**config.mk**
```make
export PLATFORM = sky130hd
export DESIGN_NAME = mips_data_mem_arbiter
export DESIGN_NICKNAME = d
export VERILOG_FILES = /design/src/rtl/mips_mem_arb_pkg.sv /design/src/rtl/mips_mem_arb_rr.sv /design/src/rtl/mips_data_mem_arbiter.sv
export SDC_FILE = /design/constraint.sdc
export NUM_CORES = 1
export LEC_CHECK = 0
export ABC_AREA = 1
export CORE_MARGIN = 4
export CORE_UTILIZATION = 40
export DETAILED_ROUTE_END_ITERATION = 6
export DONT_BUFFER_PORTS = 1
export GPL_TIMING_DRIVEN = 0
export PLACE_DENSITY = 0.61
export SYNTH_ARGS = -nofsm -noshare
export SYNTH_HDL_FRONTEND = slang
export SYNTH_SLANG_ARGS = --single-unit
```
**constraint.sdc**
```tcl
create_clock -name clk -period 4.5 [get_ports clk]
set_input_delay 0.675 -clock clk [delete_from_list [all_inputs] [get_ports clk]]
set_output_delay 0.675 -clock clk [all_outputs]
set_load 0.01 [all_outputs]
```
**src/rtl/mips_mem_arb_pkg.sv**
```systemverilog
// Shared types for the data-memory arbiter: read-return owner tags, priority FSM states
// and a saturating increment used by the optional MEM_ARB_PERF_EN counters.
package mips_mem_arb_pkg;

   typedef enum logic {
      OWN_M0 = 1'b0,
      OWN_M1 = 1'b1
   } owner_t;

   typedef struct packed {
      logic   valid;
      owner_t owner;
   } rd_tag_t;

   typedef enum logic {
      ST_PRIO_M0 = 1'b0,
      ST_PRIO_M1 = 1'b1
   } prio_state_t;

   localparam rd_tag_t TAG_IDLE = '{valid: 1'b0, owner: OWN_M0};

   function automatic logic [31:0] sat_inc(input logic [31:0] v, input logic inc);
      return (inc && (v != '1)) ? v + 32'd1 : v;
   endfunction

endpackage

```
**src/rtl/mips_mem_arb_rr.sv**
```systemverilog
// Two-way round-robin picker: a lone requester always wins, a tie goes to the priority holder.
module mips_mem_arb_rr
   import mips_mem_arb_pkg::*;
(
   input  logic [1:0]  req,
   input  prio_state_t prio,
   output logic [1:0]  gnt
);

   always_comb begin
      gnt = '0;
      if (req[0] && (!req[1] || (prio == ST_PRIO_M0))) begin
         gnt[0] = 1'b1;
      end else if (req[1]) begin
         gnt[1] = 1'b1;
      end
   end

endmodule

```
**src/rtl/mips_data_mem_arbiter.sv**
```systemverilog
// Arbitrates the CPU data port (m0) and a loader/debug master (m1) onto one data-memory port,
// routing pipelined read data back by owner tag. MEM_ARB_PERF_EN adds grant/conflict counters.
module mips_data_mem_arbiter
   import mips_mem_arb_pkg::*;
#(
   parameter int unsigned RD_LATENCY = 1,
   parameter int unsigned AW         = 32,
   parameter int unsigned DW         = 32
) (
   input  logic          clk,
   input  logic          reset,
   input  logic          clk_enable,
   input  logic          m0_req,
   input  logic          m0_write,
   input  logic [AW-1:0] m0_address,
   input  logic [DW-1:0] m0_writedata,
   output logic          m0_gnt,
   output logic          m0_rvalid,
   output logic [DW-1:0] m0_readdata,
   input  logic          m1_req,
   input  logic          m1_write,
   input  logic [AW-1:0] m1_address,
   input  logic [DW-1:0] m1_writedata,
   output logic          m1_gnt,
   output logic          m1_rvalid,
   output logic [DW-1:0] m1_readdata,
   output logic [AW-1:0] mem_address,
   output logic          mem_write,
   output logic          mem_read,
   output logic [DW-1:0] mem_writedata,
   input  logic [DW-1:0] mem_readdata
`ifdef MEM_ARB_PERF_EN
   ,
   output logic [31:0]   perf_gnt_m0,
   output logic [31:0]   perf_gnt_m1,
   output logic [31:0]   perf_conflict
`endif
);

   prio_state_t   prio_q, prio_d;
   rd_tag_t       tag_q [RD_LATENCY];
   rd_tag_t       tag_d [RD_LATENCY];
   rd_tag_t       tag_out;
   logic [AW-1:0] addr_q, addr_d;
   logic [DW-1:0] wdata_q, wdata_d;
   logic [DW-1:0] rdata0_q, rdata0_d;
   logic [DW-1:0] rdata1_q, rdata1_d;
   logic [1:0]    req, gnt;
   logic          granted, sel_wr;

   // Reset is folded into the request gate so grants and strobes drop asynchronously with it.
   assign req = {m1_req, m0_req} & {2{clk_enable & ~reset}};

   mips_mem_arb_rr u_rr (
      .req  (req),
      .prio (prio_q),
      .gnt  (gnt)
   );

   always_comb begin
      granted = |gnt;
      sel_wr  = gnt[1] ? m1_write : m0_write;
      addr_d  = addr_q;
      wdata_d = wdata_q;
      if (granted) begin
         addr_d  = gnt[1] ? m1_address   : m0_address;
         wdata_d = gnt[1] ? m1_writedata : m0_writedata;
      end

      prio_d = prio_q;
      if (gnt[0]) begin
         prio_d = ST_PRIO_M1;
      end else if (gnt[1]) begin
         prio_d = ST_PRIO_M0;
      end

      tag_d = tag_q;
      if (clk_enable) begin
         tag_d[0] = '{valid: granted & ~sel_wr, owner: (gnt[1] ? OWN_M1 : OWN_M0)};
         for (int unsigned i = 1; i < RD_LATENCY; i++) begin
            tag_d[i] = tag_q[i-1];
         end
      end

      // A frozen pipeline keeps its tag; the return fires on the first enabled cycle.
      tag_out   = tag_q[RD_LATENCY-1];
      m0_rvalid = clk_enable & tag_out.valid & (tag_out.owner == OWN_M0);
      m1_rvalid = clk_enable & tag_out.valid & (tag_out.owner == OWN_M1);
      rdata0_d  = m0_rvalid ? mem_readdata : rdata0_q;
      rdata1_d  = m1_rvalid ? mem_readdata : rdata1_q;
   end

   assign m0_gnt        = gnt[0];
   assign m1_gnt        = gnt[1];
   assign mem_write     = granted & sel_wr;
   assign mem_read      = granted & ~sel_wr;
   assign mem_address   = addr_d;
   assign mem_writedata = wdata_d;
   assign m0_readdata   = rdata0_d;
   assign m1_readdata   = rdata1_d;

   always_ff @(posedge clk or posedge reset) begin
      if (reset) begin
         prio_q   <= ST_PRIO_M0;
         addr_q   <= '0;
         wdata_q  <= '0;
         rdata0_q <= '0;
         rdata1_q <= '0;
         for (int unsigned i = 0; i < RD_LATENCY; i++) begin
            tag_q[i] <= TAG_IDLE;
         end
      end else begin
         prio_q   <= prio_d;
         addr_q   <= addr_d;
         wdata_q  <= wdata_d;
         rdata0_q <= rdata0_d;
         rdata1_q <= rdata1_d;
         tag_q    <= tag_d;
      end
   end

`ifdef MEM_ARB_PERF_EN
   logic [31:0] pgnt0_q, pgnt0_d;
   logic [31:0] pgnt1_q, pgnt1_d;
   logic [31:0] pconf_q, pconf_d;

   always_comb begin
      pgnt0_d = sat_inc(pgnt0_q, gnt[0]);
      pgnt1_d = sat_inc(pgnt1_q, gnt[1]);
      pconf_d = sat_inc(pconf_q, req[0] & req[1]);
   end

   always_ff @(posedge clk or posedge reset) begin
      if (reset) begin
         pgnt0_q <= '0;
         pgnt1_q <= '0;
         pconf_q <= '0;
      end else begin
         pgnt0_q <= pgnt0_d;
         pgnt1_q <= pgnt1_d;
         pconf_q <= pconf_d;
      end
   end

   assign perf_gnt_m0   = pgnt0_q;
   assign perf_gnt_m1   = pgnt1_q;
   assign perf_conflict = pconf_q;
`endif

endmodule

```
### Word-level counts from Yosys, hierarchy flattened

Index checks and enable logic that the tools add are counted.

| cells by class | value |
|---|---|
| reductions and logical operators | 5 |
| bitwise operators | 11 |
| multiplexer cells | 13 |

Operators with widths:

| cell | number |
|---|---|
| 2-to-1 mux 32 bit | 6 |
| 2-to-1 mux 1 bit | 7 |
| AND 1 bit | 6 |
| inverter 1 bit | 4 |
| AND 2 bit | 1 |
| nonzero test 2 bit | 1 |
| OR reduction 2 bit | 1 |
| logical AND 1 bit | 1 |
| zero test 1 bit | 1 |
| logical OR 1 bit | 1 |

| word-level totals | value |
|---|---|
| output and inout port bits | 134 |
| input port bits | 167 |
| register bits | 131 |
| logic and storage cells | 36 |

### Logic depth before layout (Yosys ltp)

| depth | value |
|---|---|
| word-level depth | 10 |
| gate-level depth with buffers | 8 |
| gate-level depth less buffers | 6 |

### Cells and area by module

A second synthesis with hierarchy kept.

| unflattened totals | value |
|---|---|
| cell total of the unflattened synthesis | 614 |
| area, all modules | 5560.3 um2 |

By module, submodules not included:

| module | cells each | instances | seq. area each (um2) | area an instance (um2) |
|---|---|---|---|---|
| mips_data_mem_arbiter | 610 | 1 | 3278.1 | 5532.8 |
| mips_mem_arb_rr | 4 | 1 | 0.0 | 27.5 |

### Least setup slack after synthesis

No wires, ideal clock.

| timing | value |
|---|---|
| path type | input to output |
| start point | in reset |
| end point | out mem_address[10] |
| cell stages on the path | 8 |
| slack | 659 ps |
| buffers on the path | 2 |
| required time | 3825 ps |
| data arrival time | 3166 ps |
| cells stage by stage | inv_2 > nand2_2 > nor2_4 > nor2_2 > buf_6 > buf_6 > nand2_1 > nand3_1 |

| on the way | value |
|---|---|
| longest elaborated chain between the ends | 9 |

RTL lines:

| element | line | text |
|---|---|---|
| start, declared | mips_data_mem_arbiter.sv:11 | `input logic reset,` |
| inverter 1 bit * | mips_data_mem_arbiter.sv:52 | `assign req = {m1_req, m0_req} & {2{clk_enable & ~reset}};` |
| AND 1 bit * | mips_data_mem_arbiter.sv:52 |  |
| AND 2 bit * | mips_data_mem_arbiter.sv:52 |  |
| zero test 1 bit | mips_mem_arb_rr.sv:12 | `if (req[0] && (!req[1] \|\| (prio == ST_PRIO_M0))) begin` |
| logical OR 1 bit | mips_mem_arb_rr.sv:12 |  |
| logical AND 1 bit | mips_mem_arb_rr.sv:12 |  |
| 2-to-1 mux 1 bit | mips_mem_arb_rr.sv:12 |  |
| 2-to-1 mux 32 bit / OR reduction 2 bit (equally long branches) | mips_data_mem_arbiter.sv:66, mips_data_mem_arbiter.sv:61 |  |
| 2-to-1 mux 32 bit * | mips_data_mem_arbiter.sv:65 | `if (granted) begin` |
| end, declared | mips_data_mem_arbiter.sv:27 | `output logic [AW-1:0] mem_address,` |

Every way passes the cells marked *; elsewhere a longest branch is shown, timed or not.

### Final worst setup path

| timing | value |
|---|---|
| start point | in reset |
| end point | out mem_address[13] |

Same word-level chain as after synthesis.

==> qor.csv <==
stage;metric;value;unit
outcome;status;complete, no violations;
clock_tree;ctsLongestPathBuffers;2;
worst_setup_path;cp.required;3.83;ns
finish;area_growth;14.9;%
placed_design;gp_routability_congestion;0.864;
power;internal_power;0.00237;W
floorplanning;rows;42;
synth;synthMuxAreaShare;0;%
routing;vias_per_cell;5.22;
floorplanning;die_area;15500;µm²
clock_tree;postCtsSetupRepairBufs;0;
worst_setup_path;critPathMostFrequentCell;buf_6;
grt;grt_usage;19.8;%
worst_setup_path;cpPeakStageDelay;0.40;ns
synth;yosys_warnings;0;
synth;syn-instance-count;614;
worst_setup_path;cp_max_fo;68;
worst_setup_path;critPathSlowestCell;inv_6;
synth;syn-mean-instance-area;8.85;µm²
power;power_frac_seq;44.2;%
grt;grt_pass1_wl;24300;µm
routing;drtAntennaViolNets;0;
routing;drt_iter0_drc;242;
sta;final-hold-violation-count;0;
finish;nNetsFinal;801;
power;switching_share;31.3;%
power;power.share.combinational;19.0;%
placed_design;portBuffers;0;
routing;wl_per_cell;18.4;µm
worst_setup_path;end_kind;output port;
power;p_per_area;553;nW/µm²
sta;setup_viol;0;
routing;totalWireLength;15100;µm
clock_tree;cts_resized;0;
worst_setup_path;critical_path_arrival;2.54;ns
synth;synth-compound-area-share;6.26;%
clock_tree;cts_tree;built;
synth;synth.most_common_cell;nand2_1;
synth;ys_ff_latch;131;
synth;synthAdderAreaFrac;0;%
sta;max_slew_margin;56.5;%
sta;post-route-min-period;3.22;ns
power;peakVddDrop;0.231;mV
floorplanning;num_io_pins;301;
clock_tree;numCtsBuffers;17;
synth;syn_area;5430;µm²
flow_run;cap_violations;0;
synth;synthTopCellsByCount;nand2_1, dfrtp_1, nand3_1;
synth;synth_top_family_by_area;simple AND/OR/NAND/NOR gates;
grt;grt_remaining_overflow;0;
clock_tree;clk_pin_slew;0.06;ns
floorplanning;core_area;13300;µm²
synth;synth_xor_area_share;0;%
floorplanning;die_h;125;µm
worst_setup_path;startpoint_type;input port;
placed_design;dp_cells;791;
finish;final_cells;823;
routing;drt-pass1-iter-count;4;
clock_tree;cts_max_level;4;
synth;synth_area_leaders;dfrtp_1, nand2_1, nand3_1;
synth;seq_area_frac_synth;60.3;%
sta;maxSlewViolCount;0;
sta;rsz0062_at_grt;no;
min_path;hold_class;in -> async;
power;total_power;0.00345;W
clock_tree;cts_root_buf;clkbuf_16;
power;leakagePower;3.11;nW
grt;antenna_found_initial;0;
sta;tightest_slew;0.646;ns
synth;synth_cell_types;17;
routing;num_vias;4293;
grt;first_global_vias;4513;
sta;setup_ws;1.28;ns
placed_design;place.detailed.hpwl;11900;µm
power;pwr-share-clk;36.8;%
synth;yosys_most_used_dff;dfrtp_1;
finish;drive_above_1_share;9.58;%
worst_setup_path;crit_chain;inv_6, buf_16, nand2_2, nor2_4, nor2_2, buf_6, buf_6, nand2_1, nand3_1;
clock_tree;cts.sinks;131;
power;p_sw;0.00108;W
synth;synthSimpleGateAreaFrac;25.8;%
worst_setup_path;path_class;in -> out;
synth;yosys.area.top_type;dfrtp_1;
synth;synth_edf_count;0;
routing;drc;0;
synth;synthesis.nets;781;
sta;period_share;71.5;%
synth;synth.top_cell.area_share;60.3;%
placed_design;pre_cts_slack;1.16;ns
sta;fmaxAchievable;311;MHz
floorplanning;die_w;125;µm
floorplanning;initial_core_util;40.9;%
worst_setup_path;reg2reg_depth;5;
clock_tree;cts_hold_buf;0;
sta;clock_skew;0.00899;ns
finish;antenna_cells;0;
synth;synthArstFlopShare;100;%
grt;grt_max_degree;69;
clock_tree;clkLatencyLatePin;0.41;ns
## power groups by stage
stage | Combinational (W) | Clock [W] | Sequential, W
global placement | 0.000646 | 0 | 0.00154
global route | 0.000733 | 0.00136 | 0.00155
detailed placement | 0.000668 | 0 | 0.00154
finish | 0.000656 | 0.00127 | 0.00153
floorplan | 0.000508 | 0 | 0.00152
CTS | 0.000669 | 0.00131 | 0.00153
## layout by cell type (no fill, tap or decap), drive strengths merged
cell type | Yosys | routed
buf | 26 | 27
bufinv | 0 | 1
clkinv | 0 | 6
clkinvlp | 0 | 3
nand2 | 243 | 243
clkbuf | 10 | 30
o21ai | 67 | 67
dfrtp | 131 | 131
nor2 | 5 | 5
nand3 | 90 | 90
a21oi | 1 | 1
inv | 41 | 43
## cell families (layout without fill, tap and decap cells)
family	count (synthesis)	count (layout)
and+or+nand+nor	338	338
AOI/OAI and AO/OA	68	68
DFF	131	131
buffers and inverters	77	110
## state kept, by name (all words and copies together), names as in the netlist
name and cells:
addr_q 32, prio_q 1, rdata0_q 32, rdata1_q 32
tag_out 2, wdata_q 32
## critical path: cells and delay by family
kind / cells / cell delay [ns]
buffers and inverters: 4 / 1.05
and+or+nand+nor: 5 / 0.78
## layout make-up
cell class,count,area [µm²]
sequential,131,3280
buffer,36,256
clock buffer,20,447
fill,1256,7060
clock inverter,12,108
tap,176,220
inverter,41,159
multi-input combinational,406,1740
timing repair buffer,1,27.5
## through the flow
step / hold slack [ns] / setup TNS (ns) / area [µm²] / util [%]
floorplan: 0.470 / 0 / 5430 / -
global placement: 0.490 / -8.23 / 5650 / 42.5
detailed placement: 0.494 / 0 / 5690 / 42.8
CTS: 0.215 / 0 / 6240 / 46.9
global route: 0.243 / 0 / 6240 / 46.9
finish: 0.214 / 0 / 6240 / 46.9
## per-layer routing
| layer | share of wire (%) | GRT usage [%] |
|---|---|---|
| met5 | 0 | 0 |
| met4 | 1.5 | 7.41 |
| met3 | 9.7 | 8.53 |
| met2 | 51 | 32.3 |
| met1 | 38 | 23.1 |
## path summary, 6_finish.rpt
| kind | start | endpoint | slack, ns |
|---|---|---|---|
| min | reset | rdata1_q[29]$_DFF_PP0_ | 0.21 |
| max | reset | mem_address[13] | 1.28 |
| max reg2reg | tag_out[0]$_DFFE_PP0P_ | rdata0_q[0]$_DFF_PP0_ | 2.71 |
| min reg2reg | prio_q$_DFFE_PP0P_ | prio_q$_DFFE_PP0P_ | 0.51 |
| max in group asynchronous | reset | addr_q[15]$_DFF_PP0_ | 3.58 |
| min in group clk | clk_enable | tag_out[0]$_DFFE_PP0P_ | 0.37 |
(Power assumes the default switching activity.)
==> variant (same flow settings) <==
The parameter `AW` goes from 32 to 64.
--- a/src/rtl/mips_data_mem_arbiter.sv
+++ b/src/rtl/mips_data_mem_arbiter.sv
@@ -4,7 +4,7 @@
    import mips_mem_arb_pkg::*;
 #(
    parameter int unsigned RD_LATENCY = 1,
-   parameter int unsigned AW         = 32,
+   parameter int unsigned AW         = 64,
    parameter int unsigned DW         = 32
 ) (
    input  logic          clk,
Interface: changed (resized m0_address, m1_address and mem_address); port bits go from 301 to 397. No check against the original RTL was run, so the function may have changed too.
==> variant against the unedited design <==
Sequential cell count up 32; count of clock-buffer cells in the layout fell by 3; critical path type unchanged; combinational power rose by 28%; power is 21% higher; sequential power grew 22%; utilization increased by 0.59 points; setup slack better by 0.097 ns; worst hold slack got worse by 0.047 ns; final area increased by 27%; critical endpoint is now mem_address[8]; maximum frequency grew 3.1%; global-route usage up 2.9 points; synthesized area grew 26%; routed wire length increased by 46%.
==> variant: results (changes against the unedited design) <==
[clocking]
cts_resized=0  ; unchanged
cts_buffer_depth=2  ; unchanged
cts.root.buffer_cell=clkbuf_16
clkSlewWorstSetupHoldPaths_ns=0.07
htreeDepth=4  ; unchanged
cts_setup_buffers=0  ; unchanged

[timing]
worst_slew_pin_slew_ns=0.725  ; +0.0790 ns
hold_slack_ns=0.167  ; -0.0469 ns
skew_ns=0.0163  ; +0.00732 ns

[global_routing]
grt_max_degree=43  ; -38%
grt_pass1_vias=5445  ; +21%
track_usage=0.226  ; +0.0285
use_met1=0.275  ; +0.0440
grt_use_met3=0.0762  ; -0.00913
grt_first_pass_wirelength_um=33700  ; +39%
met2_usage=0.380  ; +0.0573

[logic_synthesis]
ys_async_sr_fraction=1.00  ; unchanged
synthTopCellsByCount=313 x nand2_1, 163 x dfrtp_1, 124 x nand3_1
synth_cell_types=18  ; +1
yosys_warnings=0  ; unchanged
synth_seq_area_share=0.595  ; -0.00841
synth.area.top_cells=dfrtp_1 59%, nand2_1 17%, nand3_1 9.1%

[place]
place_congestion=0.868  ; +0.49%
portBuffers=0  ; unchanged
hpwl_um=17200  ; +45%
dp_slack_ns=1.25  ; +0.0837 ns

[route]
vias=5452  ; +27%
drt-initial-drc-count=194  ; -20%
drt_wl_total_um=22100  ; +46%
drt_first_pass_iters=4  ; unchanged

[critical_path]
path_max_fanout=22  ; -68%
crit_path_max_incr_delay_ns=0.41
r2r-end=rdata0_q[31]
r2r-start=tag_out[1]
arrival_ns=2.45  ; -0.09 ns
ff2ff_path_depth=4  ; -1
crit_family=simple AND/OR/NAND/NOR gates
slowest_stage=clkinvlp_4
r2r_slack_ns=2.63  ; -0.08 ns

[cells_and_area]
top_register=addr_q
largest_reg_flops=64
fillers=1636  ; +30%
drive_above_1_share=0.135  ; +0.0395
diodes=0  ; unchanged
fin_nets=1038  ; +30%

[floorplanning]
core_sq_um=16700  ; +26%

[power]
peakVddDrop_uv=245  ; +6.1%
cellLeakagePower_nw=4.00  ; +29%

[outcome]
status=completed

[worst_hold_path]
holdCritPathClass=primary input to async pin

[variant: changes by cell type after synthesis, sizes merged]
cell | before | now
buf | 26 | 25
dfrtp | 131 | 163
nand2 | 243 | 326
nand3 | 90 | 135
clkbuf | 10 | 21
[variant: how the worst max path moves through the flow]
| stage | from | to | slack, ns |
|---|---|---|---|
| 2_1_floorplan | reset | mem_address[55] | -0.52 |
| 3_3_place_gp | reset | mem_address[8] | -2.11 |
| 3_5_place_dp | reset | mem_address[8] | 1.25 |
| 4_1_cts | reset | mem_address[8] | 1.24 |
| 5_1_grt | reset | mem_address[8] | 1.08 |
| 6_report | reset | mem_address[8] | 1.38 |
[variant: cell type report]
class | count | share of cell area
inverter | 41 | 0.0199
tap | 220 | 0.0347
timing repair buffer | 4 | 0.0101
clock inverter | 15 | 0.0240
sequential | 163 | 0.514
multi-input combinational | 534 | 0.312
buffer | 46 | 0.0314
clock buffer | 17 | 0.0536
[variant: metrics by stage]
stage	cell area, sq um	total power, mW	std cells
4_1_cts	7940	4.25	1040
2_1_floorplan	6970	2.51	784
3_3_place_gp	7240	2.72	1004
3_5_place_dp	7320	2.75	1008
5_1_grt	7940	4.42	1040
6_report	7940	4.19	1040
[variant: kinds of logic after synthesis]
kind of cell / after synthesis / share of synthesized area
and+or+nand+nor: 466 / 0.298
AOI/OAI and AO/OA: 68 / 0.0496
buffers and inverters: 87 / 0.0579
DFF: 163 / 0.595
[variant: where the power goes]
group	leakage [nW]	internal, mW	switching, mW
logic	1.64	0.186	0.651
registers	2.06	1.79	0.0840
clock network	0.294	0.843	0.642
[variant: per-layer routing]
metal / wire [um] / vias up
met5: 0 / -
met4: 468 / 0
met3: 1820 / 29
met2: 11300 / 245
met1: 8600 / 2616
li1: - / 2562
